`config.mk`:
```
export PLATFORM = sky130hd
export DESIGN_NAME = ssd_scan_driver
export DESIGN_NICKNAME = d
export VERILOG_FILES = /design/src/rtl/ssd_pkg.sv /design/src/rtl/ssd_hex_decode.sv /design/src/rtl/ssd_scan_driver.sv
export SDC_FILE = /design/constraint.sdc
export NUM_CORES = 1
export LEC_CHECK = 0
export CAP_MARGIN = 10
export CELL_PAD_IN_SITES_DETAIL_PLACEMENT = 0
export CELL_PAD_IN_SITES_GLOBAL_PLACEMENT = 2
export CORE_ASPECT_RATIO = 0.5
export CORE_MARGIN = 2
export CORE_UTILIZATION = 35
export DETAILED_ROUTE_END_ITERATION = 8
export PLACE_DENSITY_LB_ADDON = 0.1
export RECOVER_POWER = 50
export REMOVE_ABC_BUFFERS = 1
export SETUP_SLACK_MARGIN = 0.4
export SYNTH_ARGS = -nofsm -noshare
export SYNTH_HDL_FRONTEND = slang
export SYNTH_SLANG_ARGS = --single-unit
```
`constraint.sdc`:
```
create_clock -name clk -period 6.02 [get_ports clk]
set_input_delay 1.204 -clock clk [delete_from_list [all_inputs] [get_ports clk]]
set_output_delay 1.204 -clock clk [all_outputs]
set_load 0.01 [all_outputs]
```
`src/rtl/ssd_pkg.sv`:
```
// Shared constants for the seven-segment scan driver: active-high abcdefg glyphs
// (bit 6 = a, bit 0 = g) and an index-width helper.
package ssd_pkg;

    localparam logic [6:0] SEG_0   = 7'h7E;
    localparam logic [6:0] SEG_1   = 7'h30;
    localparam logic [6:0] SEG_2   = 7'h6D;
    localparam logic [6:0] SEG_3   = 7'h79;
    localparam logic [6:0] SEG_4   = 7'h33;
    localparam logic [6:0] SEG_5   = 7'h5B;
    localparam logic [6:0] SEG_6   = 7'h5F;
    localparam logic [6:0] SEG_7   = 7'h70;
    localparam logic [6:0] SEG_8   = 7'h7F;
    localparam logic [6:0] SEG_9   = 7'h7B;
    localparam logic [6:0] SEG_A   = 7'h77;
    localparam logic [6:0] SEG_B   = 7'h1F;
    localparam logic [6:0] SEG_C   = 7'h4E;
    localparam logic [6:0] SEG_D   = 7'h3D;
    localparam logic [6:0] SEG_E   = 7'h4F;
    localparam logic [6:0] SEG_F   = 7'h47;
    localparam logic [6:0] SEG_OFF = 7'h00;

    // Never returns 0, so a single-digit build still gets a 1-bit index.
    function automatic int clog2(input int n);
        int r;
        r = 0;
        while ((1 << r) < n) r++;
        return (r < 1) ? 1 : r;
    endfunction

endpackage

```
`src/rtl/ssd_hex_decode.sv`:
```
// Combinational hex nibble to active-high abcdefg segment pattern.
module ssd_hex_decode
    import ssd_pkg::*;
(
    input  logic [3:0] nib,
    output logic [6:0] seg
);

    always_comb begin
        seg = SEG_OFF;
        case (nib)
            4'h0: seg = SEG_0;
            4'h1: seg = SEG_1;
            4'h2: seg = SEG_2;
            4'h3: seg = SEG_3;
            4'h4: seg = SEG_4;
            4'h5: seg = SEG_5;
            4'h6: seg = SEG_6;
            4'h7: seg = SEG_7;
            4'h8: seg = SEG_8;
            4'h9: seg = SEG_9;
            4'hA: seg = SEG_A;
            4'hB: seg = SEG_B;
            4'hC: seg = SEG_C;
            4'hD: seg = SEG_D;
            4'hE: seg = SEG_E;
            4'hF: seg = SEG_F;
            default: seg = SEG_OFF;
        endcase
    end

endmodule

```
`src/rtl/ssd_scan_driver.sv`:
```
// Multiplexed seven-segment scanner with per-frame snapshot, anti-ghost blanking,
// leading-zero suppression, per-digit enable and decimal point.
module ssd_scan_driver
    import ssd_pkg::*;
#(
    parameter int NUM_DIGITS    = 8,
    parameter int SCAN_DIV_BITS = 18,
    parameter int BLANK_CYCLES  = 64,
    parameter int ACTIVE_LOW    = 1
) (
    input  logic                    clk,
    input  logic                    rst_n,
    input  logic [4*NUM_DIGITS-1:0] value,
    input  logic [NUM_DIGITS-1:0]   dp_in,
    input  logic [NUM_DIGITS-1:0]   digit_en,
    input  logic                    lz_blank,
    output logic [NUM_DIGITS-1:0]   anode,
    output logic [7:0]              cathode,
    output logic                    frame_start
);

    localparam int IDX_W = clog2(NUM_DIGITS);
    localparam logic [NUM_DIGITS-1:0] AN_OFF = (ACTIVE_LOW != 0) ? '1 : '0;
    localparam logic [7:0]            CA_OFF = (ACTIVE_LOW != 0) ? '1 : '0;

    logic [SCAN_DIV_BITS-1:0]      presc;
    logic [IDX_W-1:0]              idx;
    logic [NUM_DIGITS-1:0][3:0]    val_sh;
    logic [NUM_DIGITS-1:0]         dp_sh;
    logic [NUM_DIGITS-1:0]         en_sh;
    logic                          lz_sh;

    logic                          frame_tick;
    logic                          upper_nz;
    logic                          lit;
    logic [3:0]                    nib;
    logic [6:0]                    seg;
    logic [NUM_DIGITS-1:0]         an_nxt;
    logic [7:0]                    ca_nxt;

    assign frame_tick = (presc == '0) && (idx == '0);
    assign nib        = val_sh[idx];

    ssd_hex_decode u_dec (.nib(nib), .seg(seg));

    // Anything nonzero (nibble or dp) at or above the current digit keeps it lit.
    always_comb begin
        upper_nz = 1'b0;
        for (int j = 0; j < NUM_DIGITS; j++)
            if (j >= int'(idx) && (val_sh[j] != 4'h0 || dp_sh[j]))
                upper_nz = 1'b1;
    end

    always_comb begin
        lit    = (presc >= SCAN_DIV_BITS'(BLANK_CYCLES)) && en_sh[idx]
                 && !((idx != '0) && lz_sh && !upper_nz);
        an_nxt = '0;
        ca_nxt = 8'h00;
        if (lit) begin
            an_nxt = NUM_DIGITS'(1) << idx;
            ca_nxt = {seg, dp_sh[idx]};
        end
    end

    always_ff @(posedge clk or negedge rst_n) begin
        if (!rst_n) begin
            presc       <= '0;
            idx         <= '0;
            val_sh      <= '0;
            dp_sh       <= '0;
            en_sh       <= '0;
            lz_sh       <= 1'b0;
            frame_start <= 1'b0;
            anode       <= AN_OFF;
            cathode     <= CA_OFF;
        end else begin
            presc <= presc + 1'b1;
            if (presc == '1)
                idx <= (idx == IDX_W'(NUM_DIGITS - 1)) ? '0 : idx + 1'b1;
            if (frame_tick) begin
                val_sh <= value;
                dp_sh  <= dp_in;
                en_sh  <= digit_en;
                lz_sh  <= lz_blank;
            end
            frame_start <= frame_tick;
            anode       <= an_nxt ^ AN_OFF;
            cathode     <= ca_nxt ^ CA_OFF;
        end
    end

endmodule
```
**Yosys cells after proc, flatten, opt, wreduce, memory -nomap -nowiden**

Memories as Yosys holds them, arrays and structs flattened.
Cells that the tools add are included.

- Word-level logic and storage cells: 83
- Bits in read-only memories: 112
- Input port bits: 51
- Flip-flop bits (word level): 87
- Memories kept: 1

- Muxes and demuxes: 17
- Eq/ne operators: 2
- Magnitude comparators: 9
- Add/subtract/negate cells: 2
- Bitwise logic cells: 2
- Reduce and logical (&&, ||, !) cells: 33
- Shifts and indexed selects: 1

Memory list:

| memory | words | bits a word | rd ports | clocked after memory_dff | write ports | RTL line | text |
|---|---|---|---|---|---|---|---|
| (name not given) | 16 | 7 | 1 | 0 | 0 | ssd_hex_decode.sv:11 | `case (nib)` |

Operators by type and width:

| operator | count |
|---|---|
| nonzero test 4 bit | 8 |
| adder 18 x 1 -> 18 bit, second input constant | 1 |
| == test 18 bit, second input constant | 1 |
| greater-or-equal comparator 18 x 7 -> 1 bit, second input constant | 1 |
| logical NOT 18 bit | 1 |
| two-way mux 8 bit | 2 |
| inverter 8 bit | 2 |
| binary-select mux 4 bit (select 3 bit) | 1 |
| logical AND 1 bit | 12 |
| two-way mux 1 bit | 10 |
| greater-or-equal comparator 3 bit, first input constant | 3 |
| logical OR 1 bit | 8 |
| left shift 1 x 3 -> 8 bit, first input constant | 1 |
| binary-select mux 1 bit (select 3 bit) | 2 |
| greater-or-equal comparator 1 x 3 -> 1 bit, first input constant | 2 |
| greater-or-equal comparator 2 x 3 -> 1 bit, first input constant | 2 |
| less-than comparator 3 x 4 -> 1 bit, second input constant | 1 |
| two-way mux 4 bit | 1 |
| adder 3 x 1 -> 3 bit, second input constant | 1 |
| == test 3 bit, second input constant | 1 |
| logical NOT 3 bit | 1 |
| two-way mux 3 bit | 1 |
| nonzero test 3 bit | 1 |
| logical NOT 1 bit | 2 |

**Depth between registers and ports, before layout**

Gate-level depths: netlist of the first run.

- Word-level depth: 17
- Gate-level depth with buffers: 9
- Depth with buffers taken out: 8

**By module**

A second synthesis of the first run with hierarchy kept.

- Cells, all modules: 319
- Area, all modules: 4274.1 um2

By module, submodules not included:

| module | times used | area each (um2) | sequential area each (um2) | cells each |
|---|---|---|---|---|
| ssd_scan_driver | 1 | 3983.8 | 2197.1 | 286 |
| ssd_hex_decode | 1 | 290.3 | 0.0 | 33 |

**Worst setup path before layout of the first run**

OpenSTA, ideal clock, no wires.

- Path kind: register to register
- Start: register idx[1]
- End: register cathode[2]
- Slack: 3.868 ns
- Library setup time: 0.087 ns
- Stages on the path, launching flop included: 9
- Data required time: 5.933 ns
- Arrival: 2.065 ns
- Buffers on the path: 1
- Period minus slack after synthesis: 2.152 ns
- Cells stage by stage: dfrtp_1 -> buf_6 -> mux4_1 -> mux2i_1 -> inv_1 -> ha_1 -> mux2i_1 -> o22a_1 -> nand3_1

- Word-level cells in the longest chain between the ends: 16

Ends and longest elaborated chain:

| item | RTL line | text |
|---|---|---|
| from (decl) | ssd_scan_driver.sv:27 | `logic [IDX_W-1:0] idx;` |
| from (signal assigned) | ssd_scan_driver.sv:79 | `idx <= (idx == IDX_W'(NUM_DIGITS - 1)) ? '0 : idx + 1'b1;` |
| greater-or-equal comparator 1 x 3 -> 1 bit | ssd_scan_driver.sv:50 | `if (j >= int'(idx) && (val_sh[j] != 4'h0 \|\| dp_sh[j]))` |
| logical AND 1 bit | ssd_scan_driver.sv:50 |  |
| two-way mux 1 bit (8 in series) | ssd_scan_driver.sv:50 |  |
| logical NOT 1 bit | ssd_scan_driver.sv:56 | `&& !((idx != '0) && lz_sh && !upper_nz);` |
| logical AND 1 bit | ssd_scan_driver.sv:56 |  |
| logical NOT 1 bit | ssd_scan_driver.sv:56 |  |
| logical AND 1 bit | ssd_scan_driver.sv:56 |  |
| two-way mux 8 bit (*) | ssd_scan_driver.sv:59 | `if (lit) begin` |
| inverter 8 bit (no line) (*) | -- |  |
| to (signal assigned) | ssd_scan_driver.sv:88 | `cathode <= ca_nxt ^ CA_OFF;` |
| to (decl) | ssd_scan_driver.sv:18 | `output logic [7:0] cathode,` |

Every way passes the cells marked *; elsewhere a longest branch is shown, timed or not. The select of a mux whose other input is x is not followed.
A chain may end at the register's enable or synchronous reset.

**Worst setup path after layout of the first run**

- Start: register idx[2]
- End: register cathode[3]

The elaborated chain is that of the path after synthesis.

==> impl_metrics.xml, run 1 <==
<?xml version="1.0" encoding="UTF-8"?>
<metrics>
  <group name="outcome">
    <metric name="run_status" unit="">complete, but fails checks</metric>
    <metric name="violations" unit="">max-capacitance violations, max-slew violations</metric>
  </group>
  <group name="critical_path">
    <metric name="critical_path.max_fanout" unit="">23</metric>
    <metric name="max_stage_delay" unit="ns">0.90</metric>
    <metric name="setup.worst_path.class" unit="">flip-flop to flip-flop</metric>
    <metric name="cp_data_required_time" unit="ns">6.24</metric>
    <metric name="startpoint_type" unit="">flip-flop</metric>
    <metric name="critical_path.slowest_cell" unit="">dfrtp_1</metric>
    <metric name="crit_chain" unit="">mux4_2, mux2i_1, mux2_2, a2bb2oi_1, nand3_1</metric>
    <metric name="cp.arrival" unit="ns">3.41</metric>
    <metric name="capturing_element_type_of_the_critical_path" unit="">flip-flop</metric>
  </group>
  <group name="logic_synthesis">
    <metric name="synth_top_flop_cell" unit="">dfrtp_1</metric>
    <metric name="synth_top_cell_area_share" unit="">0.422</metric>
    <metric name="synth.yosys.warnings" unit="">0</metric>
    <metric name="postSynthCellCount" unit="">321</metric>
    <metric name="synth-seq-cells" unit="">87</metric>
    <metric name="synth.top_cells.by_area" unit="">dfrtp_1 (42%), mux2_2 (13%), dfstp_2 (10%)</metric>
    <metric name="ys_types" unit="">40</metric>
    <metric name="ys_async_sr_fraction" unit="">1.00</metric>
    <metric name="avgSynthCellArea" unit="um^2">13.1</metric>
    <metric name="synth_sequential_area_ratio" unit="">0.522</metric>
    <metric name="count_of_flip_flops_with_a_built_in_enable_after_synthesis" unit="">0</metric>
    <metric name="synthDominantAreaCellType" unit="">dfrtp_1</metric>
    <metric name="syn-cell-area" unit="um^2">4210</metric>
  </group>
  <group name="floorplanning">
    <metric name="boundaryPins" unit="">68</metric>
    <metric name="start_util" unit="">0.357</metric>
    <metric name="rows" unit="">28</metric>
    <metric name="core_area" unit="um^2">11800</metric>
    <metric name="floorplan.die.width" unit="um">159</metric>
    <metric name="dieArea" unit="um^2">13000</metric>
    <metric name="die_y" unit="um">81.5</metric>
  </group>
  <group name="clocking">
    <metric name="ctsResizeCount" unit="">0</metric>
    <metric name="clock_tree.root_cell" unit="">clkbuf_16</metric>
    <metric name="clock_pin_slew_reported_for_the_worst_setup_and_hold_paths_after_clock_tree_synthesis" unit="ns">0.06</metric>
    <metric name="holdBufCountCts" unit="">0</metric>
    <metric name="post_cts.repair.setup_buffers" unit="">0</metric>
    <metric name="htree_num_levels" unit="">3</metric>
    <metric name="clock_insertion_delay_worst_skew" unit="ns">0.33</metric>
    <metric name="tritoncts" unit="">done</metric>
    <metric name="cts_num_sinks" unit="">87</metric>
    <metric name="ctsLongestPathBuffers" unit="">2</metric>
    <metric name="numCtsBuffers" unit="">9</metric>
  </group>
  <group name="route">
    <metric name="final_antenna_net_count" unit="">0</metric>
    <metric name="drt_iter0_markers" unit="">148</metric>
    <metric name="drc_errors" unit="">0</metric>
    <metric name="drt-vias-per-instance" unit="">5.09</metric>
    <metric name="via_count" unit="">2834</metric>
    <metric name="wl" unit="mm">9.25</metric>
    <metric name="avgRoutedWirePerCell" unit="um">16.6</metric>
    <metric name="drt-pass1-iter-count" unit="">4</metric>
  </group>
  <group name="placed_design">
    <metric name="dpl.cell_count" unit="">541</metric>
    <metric name="port_buffers" unit="">67</metric>
    <metric name="gpl.final_weighted_congestion" unit="">0.781</metric>
    <metric name="dp_hpwl" unit="mm">6.76</metric>
  </group>
  <group name="sta">
    <metric name="slew_headroom" unit="">-0.429</metric>
    <metric name="min_period_over_period" unit="">0.530</metric>
    <metric name="totalNegativeSetupSlack" unit="ns">0</metric>
    <metric name="rsz_0062_raised_after_global_routing" unit="">no</metric>
    <metric name="max_clock_freq" unit="MHz">313</metric>
    <metric name="timing_worst_slew_pin_value" unit="ns">2.14</metric>
    <metric name="clock_skew" unit="ns">0.00760</metric>
    <metric name="hold_viol_final" unit="">0</metric>
    <metric name="period_minus_slack" unit="ns">3.19</metric>
    <metric name="finalSetupViolations" unit="">0</metric>
    <metric name="report.final.slew_viol_count" unit="">88</metric>
  </group>
  <group name="grt">
    <metric name="grt_pass1_vias" unit="">2956</metric>
    <metric name="grt_antenna_before_repair" unit="">0</metric>
    <metric name="grt_util_all_layers" unit="">0.153</metric>
    <metric name="grt_pass1_wl" unit="mm">15.5</metric>
    <metric name="grt_start_max_net_pins" unit="">88</metric>
    <metric name="grt_remaining_overflow" unit="">0</metric>
  </group>
  <group name="cells_and_area">
    <metric name="area_delta_synth_final" unit="%">26.5</metric>
    <metric name="final_layout_fill_cell_count" unit="">1110</metric>
    <metric name="mostFrequentLayoutCells" unit="">dfrtp_1 (71), clkdlybuf4s50_1 (66), mux2_2 (48)</metric>
    <metric name="finish.net_count" unit="">452</metric>
    <metric name="fraction_of_final_layout_cells_sized_beyond_drive_strength_1" unit="">0.242</metric>
    <metric name="antenna_cells" unit="">0</metric>
    <metric name="layout.cells.most_common" unit="">dfrtp_1</metric>
    <metric name="final-instance-count-excl-fill" unit="">557</metric>
  </group>
  <group name="run">
    <metric name="maxCapViolations" unit="">1</metric>
  </group>
  <group name="power_and_ir_drop">
    <metric name="power.density" unit="nW/um^2">243</metric>
    <metric name="irDropWorstVdd" unit="uV">128</metric>
    <metric name="p_leak" unit="nW">2.13</metric>
  </group>
  <group name="worst_hold_path">
    <metric name="worst_hold_path_type" unit="">flip-flop to flip-flop</metric>
  </group>
</metrics>
==> through the flow <==
stage          hold slack (ns)   util  instance area, um^2  setup slack, ns  power (W)
3_3_place_gp             0.486  0.426                 5010             2.90   0.000715
2_1_floorplan            0.461      -                 4120             2.23   0.000658
4_1_cts                  0.506  0.452                 5330             2.85    0.00131
6_report                 0.505  0.452                 5320             2.83    0.00129
5_1_grt                  0.523  0.452                 5320             2.60    0.00134
3_5_place_dp             0.494  0.426                 5010             2.85   0.000716
==> metal layers <==
| metal | track usage | routed length (um) | up-vias |
|---|---|---|---|
| li1 | - | - | 1319 |
| met1 | 0.217 | 4610 | 1425 |
| met2 | 0.233 | 4080 | 83 |
| met3 | 0.0439 | 514 | 7 |
| met4 | 0.0364 | 52 | 0 |
| met5 | 0 | 0 | - |
==> worst max-delay path, delay by kind of cell (launching register included) <==
kind	cells	cell delay, ns
muxes	3	1.92
DFF	1	0.90
AOI/OAI and AO/OA	1	0.16
and+or+nand+nor	1	0.09
==> flip-flops by register name, summed over array words and instances (netlist names) <==
name         cells
anode            8
cathode          8
dp_sh            8
en_sh            8
frame_start      1
idx              3
lz_sh            1
presc           18
val_sh          32
==> kinds of logic after synthesis <==
logic type,share of synthesized area
and+or+nand+nor,0.111
DFF,0.522
muxes,0.223
buffers and inverters,0.0303
AOI/OAI and AO/OA,0.0384
xor gates and xnor gates,0.0333
adders and majority gates,0.0416
==> area by class of cell <==
cell class | instances | area, um^2 | share of cell area
tap | 165 | 206 | 0.0388
clock buffer | 11 | 233 | 0.0437
inverter | 11 | 41.3 | 0.00776
clock inverter | 5 | 82.6 | 0.0155
sequential | 87 | 2200 | 0.413
multi-input combinational | 210 | 1890 | 0.355
timing repair buffer | 68 | 673 | 0.126
==> cell usage after synthesis (5+ instances only) <==
| master | count |
|---|---|
| dfrtp_1 | 71 |
| mux2_2 | 48 |
| dfstp_2 | 16 |
| nand2_1 | 15 |
| nand3_1 | 15 |
| ha_1 | 14 |
| nand4_1 | 13 |
| nor2_1 | 13 |
| xnor2_1 | 12 |
| inv_1 | 10 |
| nor3_1 | 9 |
| mux2i_1 | 8 |
| mux4_2 | 7 |
| buf_2 | 6 |
| buf_4 | 6 |
| nor4_1 | 6 |
| a21oi_1 | 5 |
| mux4_1 | 5 |
| o21ai_0 | 5 |
==> final timing paths <==
kind	slack [ns]	from	cells past startpoint	end
setup reg to reg	2.83	idx[2]	5	cathode[3]
min in group asynchronous	1.48	rst_n	1	presc[11]
max in group asynchronous	3.25	rst_n	1	idx[1]
setup / recovery	2.83	idx[2]	5	cathode[3]
hold reg to reg	0.51	presc[11]	1	presc[11]
hold / removal	0.51	presc[11]	1	presc[11]
==> report_power, final <==
group          switching, W  internal (W)
combinational     0.0000332     0.0000543
clock              0.000224      0.000365
sequential        0.0000149      0.000602
total              0.000272       0.00102
(Power assumes the default switching activity.)
==> run 2, diff against run 1 <==
--- a/config.mk
+++ b/config.mk
@@ -10,7 +10,7 @@
 export CELL_PAD_IN_SITES_GLOBAL_PLACEMENT = 2
 export CORE_ASPECT_RATIO = 0.5
 export CORE_MARGIN = 2
-export CORE_UTILIZATION = 35
+export CORE_UTILIZATION = 33
 export DETAILED_ROUTE_END_ITERATION = 8
 export PLACE_DENSITY_LB_ADDON = 0.1
 export RECOVER_POWER = 50
==> constraint.sdc (replaced) <==
create_clock -name clk -period 2.8 [get_ports clk]
set_input_delay 0.56 -clock clk [delete_from_list [all_inputs] [get_ports clk]]
set_output_delay 0.56 -clock clk [all_outputs]
set_load 0.01 [all_outputs]
==> impl_metrics.xml, run 2 (same netlist as run 1, synthesis figures left out) <==
<?xml version="1.0" encoding="UTF-8"?>
<metrics>
  <group name="outcome">
    <metric name="run_status" unit="">complete, but fails checks</metric>
    <metric name="violations" unit="">max-capacitance violations, max-slew violations</metric>
  </group>
  <group name="grt">
    <metric name="grt_util_all_layers" unit="">0.158</metric>
    <metric name="grt_remaining_overflow" unit="">0</metric>
    <metric name="grt_antenna_before_repair" unit="">0</metric>
    <metric name="grt_pass1_wl" unit="mm">16.3</metric>
    <metric name="grt_pass1_vias" unit="">2974</metric>
    <metric name="grt_start_max_net_pins" unit="">42</metric>
  </group>
  <group name="critical_path">
    <metric name="startpoint_type" unit="">flip-flop</metric>
    <metric name="capturing_element_type_of_the_critical_path" unit="">flip-flop</metric>
    <metric name="reg2regPathDepth" unit="">7</metric>
    <metric name="timing.critical_path.buf_inv" unit="">1</metric>
    <metric name="crit_chain" unit="">mux4_1, mux2i_2, inv_1, ha_1, mux2i_1, o22a_1, nand3_1</metric>
    <metric name="cp_data_required_time" unit="ns">3.05</metric>
    <metric name="r2r_start" unit="">idx[1]</metric>
    <metric name="cp.arrival" unit="ns">2.50</metric>
    <metric name="worstReg2RegEnd" unit="">cathode[2]</metric>
    <metric name="max_stage_delay" unit="ns">0.60</metric>
    <metric name="critical_path.slowest_cell" unit="">mux4_1</metric>
    <metric name="rrSetupSlack" unit="ns">0.55</metric>
    <metric name="critical_path.max_fanout" unit="">5</metric>
    <metric name="setup.worst_path.class" unit="">flip-flop to flip-flop</metric>
    <metric name="timing.critical_path.max_delay_family" unit="">multiplexers</metric>
  </group>
  <group name="floorplanning">
    <metric name="dieArea" unit="um^2">13700</metric>
    <metric name="start_util" unit="">0.335</metric>
    <metric name="floorplan.die.width" unit="um">164</metric>
    <metric name="rows" unit="">29</metric>
    <metric name="die_y" unit="um">83.8</metric>
    <metric name="boundaryPins" unit="">68</metric>
    <metric name="core_area" unit="um^2">12600</metric>
  </group>
  <group name="route">
    <metric name="drt-pass1-iter-count" unit="">4</metric>
    <metric name="wl" unit="mm">9.97</metric>
    <metric name="drt-vias-per-instance" unit="">4.98</metric>
    <metric name="via_count" unit="">2865</metric>
    <metric name="avgRoutedWirePerCell" unit="um">17.3</metric>
    <metric name="drc_errors" unit="">0</metric>
    <metric name="drt_iter0_markers" unit="">127</metric>
    <metric name="final_antenna_net_count" unit="">0</metric>
  </group>
  <group name="clocking">
    <metric name="post_cts.repair.setup_buffers" unit="">0</metric>
    <metric name="cts_num_sinks" unit="">87</metric>
    <metric name="clock_tree.root_cell" unit="">clkbuf_16</metric>
    <metric name="holdBufCountCts" unit="">0</metric>
    <metric name="ctsLongestPathBuffers" unit="">2</metric>
    <metric name="clock_pin_slew_reported_for_the_worst_setup_and_hold_paths_after_clock_tree_synthesis" unit="ns">0.06</metric>
    <metric name="htree_num_levels" unit="">3</metric>
    <metric name="tritoncts" unit="">done</metric>
    <metric name="numCtsBuffers" unit="">9</metric>
    <metric name="clock_insertion_delay_worst_skew" unit="ns">0.33</metric>
  </group>
  <group name="sta">
    <metric name="max_clock_freq" unit="MHz">445</metric>
    <metric name="clock_skew" unit="ns">0.00633</metric>
    <metric name="period_minus_slack" unit="ns">2.25</metric>
    <metric name="report.final.slew_viol_count" unit="">35</metric>
    <metric name="min_period_over_period" unit="">0.803</metric>
    <metric name="finalSetupViolations" unit="">0</metric>
    <metric name="hold_viol_final" unit="">0</metric>
    <metric name="timing_worst_slew_pin_value" unit="ns">1.54</metric>
    <metric name="rsz_0062_raised_after_global_routing" unit="">no</metric>
    <metric name="slew_headroom" unit="">-0.0279</metric>
  </group>
  <group name="run">
    <metric name="maxCapViolations" unit="">1</metric>
  </group>
  <group name="cells_and_area">
    <metric name="mostFrequentLayoutCells" unit="">dfrtp_1 (68), clkdlybuf4s50_1 (66), mux2_2 (48)</metric>
    <metric name="finish.net_count" unit="">465</metric>
    <metric name="antenna_cells" unit="">0</metric>
    <metric name="regMostFlops" unit="">val_sh</metric>
    <metric name="final_cell_area" unit="um^2">5430</metric>
    <metric name="area_delta_synth_final" unit="%">29.0</metric>
    <metric name="fraction_of_final_layout_cells_sized_beyond_drive_strength_1" unit="">0.269</metric>
    <metric name="layout.cells.most_common" unit="">dfrtp_1</metric>
    <metric name="largest_register_ffs" unit="">32</metric>
    <metric name="largest_regs" unit="">val_sh: 32 flops, presc: 18 flops</metric>
  </group>
  <group name="power_and_ir_drop">
    <metric name="power.density" unit="nW/um^2">498</metric>
    <metric name="irDropWorstVdd" unit="uV">290</metric>
    <metric name="p_leak" unit="nW">2.18</metric>
    <metric name="power.total" unit="W">0.00270</metric>
    <metric name="switching_share" unit="">0.212</metric>
    <metric name="combPwrFrac" unit="">0.072</metric>
    <metric name="power.sequential.fraction" unit="">0.492</metric>
    <metric name="power.switching" unit="W">0.000572</metric>
    <metric name="internal-power" unit="W">0.00213</metric>
    <metric name="power_frac_clock" unit="">0.436</metric>
  </group>
  <group name="placed_design">
    <metric name="dpl-instance-area" unit="um^2">5140</metric>
    <metric name="port_buffers" unit="">67</metric>
    <metric name="gpl.final_weighted_congestion" unit="">0.847</metric>
    <metric name="dp_hpwl" unit="mm">7.54</metric>
  </group>
  <group name="worst_hold_path">
    <metric name="worst_hold_path_type" unit="">primary input to asynchronous set/reset pin</metric>
  </group>
</metrics>
==> run 2: changes by cell type in the layout (fill, tap and decap cells not counted), sizes merged <==
cell	before	now
clkbuf	12	14
bufinv	2	1
clkinvlp	0	1
buf	1	13
clkinv	4	2
dlymetal6s4s	0	1
==> run 2: final cells by class <==
cell class              count  area [um^2]
multi-input cells         210         1890
inverters                  11         41.3
clock buffers              13          250
clock inverters             3         42.5
flip-flops and latches     87         2200
fillers                  1207         7130
well taps                 170          213
repair buffers             81          787
==> run 2: what timing repair did <==
action                                  in CTS  in global routing
endpoints found under the hold margin        0                  0
resized for setup                            1                  3
endpoints found under the setup margin       4                 63
==> run 2: power groups by stage <==
stage | Sequential (W) | Clock (W) | Combinational (W)
floorplan | 0.00133 | 0 | 0.0000819
global placement | 0.00135 | 0 | 0.000194
detailed placement | 0.00135 | 0 | 0.000200
CTS | 0.00133 | 0.00123 | 0.000201
global route | 0.00133 | 0.00128 | 0.000214
finish | 0.00133 | 0.00118 | 0.000195
==> run 2: stage by stage <==
step	setup slack (ns)	setup TNS [ns]	hold WS, ns	util	cells
floorplan	-0.989	-48.84	0.264	-	308
global placement	0.462	0	0.481	0.409	559
detailed placement	0.364	0	0.487	0.409	559
CTS	0.404	0	0.220	0.433	575
global route	0.257	0	0.230	0.432	575
finish	0.552	0	0.206	0.432	575
==> run 2: routing by layer <==
layer | global-route usage | vias up | part of all wire
met5 | 0 | - | 0
met4 | 0.0455 | 0 | 0.0090
met3 | 0.0417 | 9 | 0.047
met2 | 0.242 | 64 | 0.46
met1 | 0.220 | 1457 | 0.48
li1 | - | 1335 | -
==> run 2: worst max-delay path by stage <==
stage / depth (start not counted) / from / to / slack (ns)
2_1_floorplan: 5 / idx[0] / dp_sh[0] / -0.99
3_3_place_gp: 8 / idx[0] / cathode[7] / 0.46
3_5_place_dp: 7 / idx[2] / cathode[2] / 0.36
4_1_cts: 7 / idx[1] / cathode[2] / 0.40
5_1_grt: 2 / rst_n / presc[7] / 0.26
6_report: 7 / idx[1] / cathode[2] / 0.55
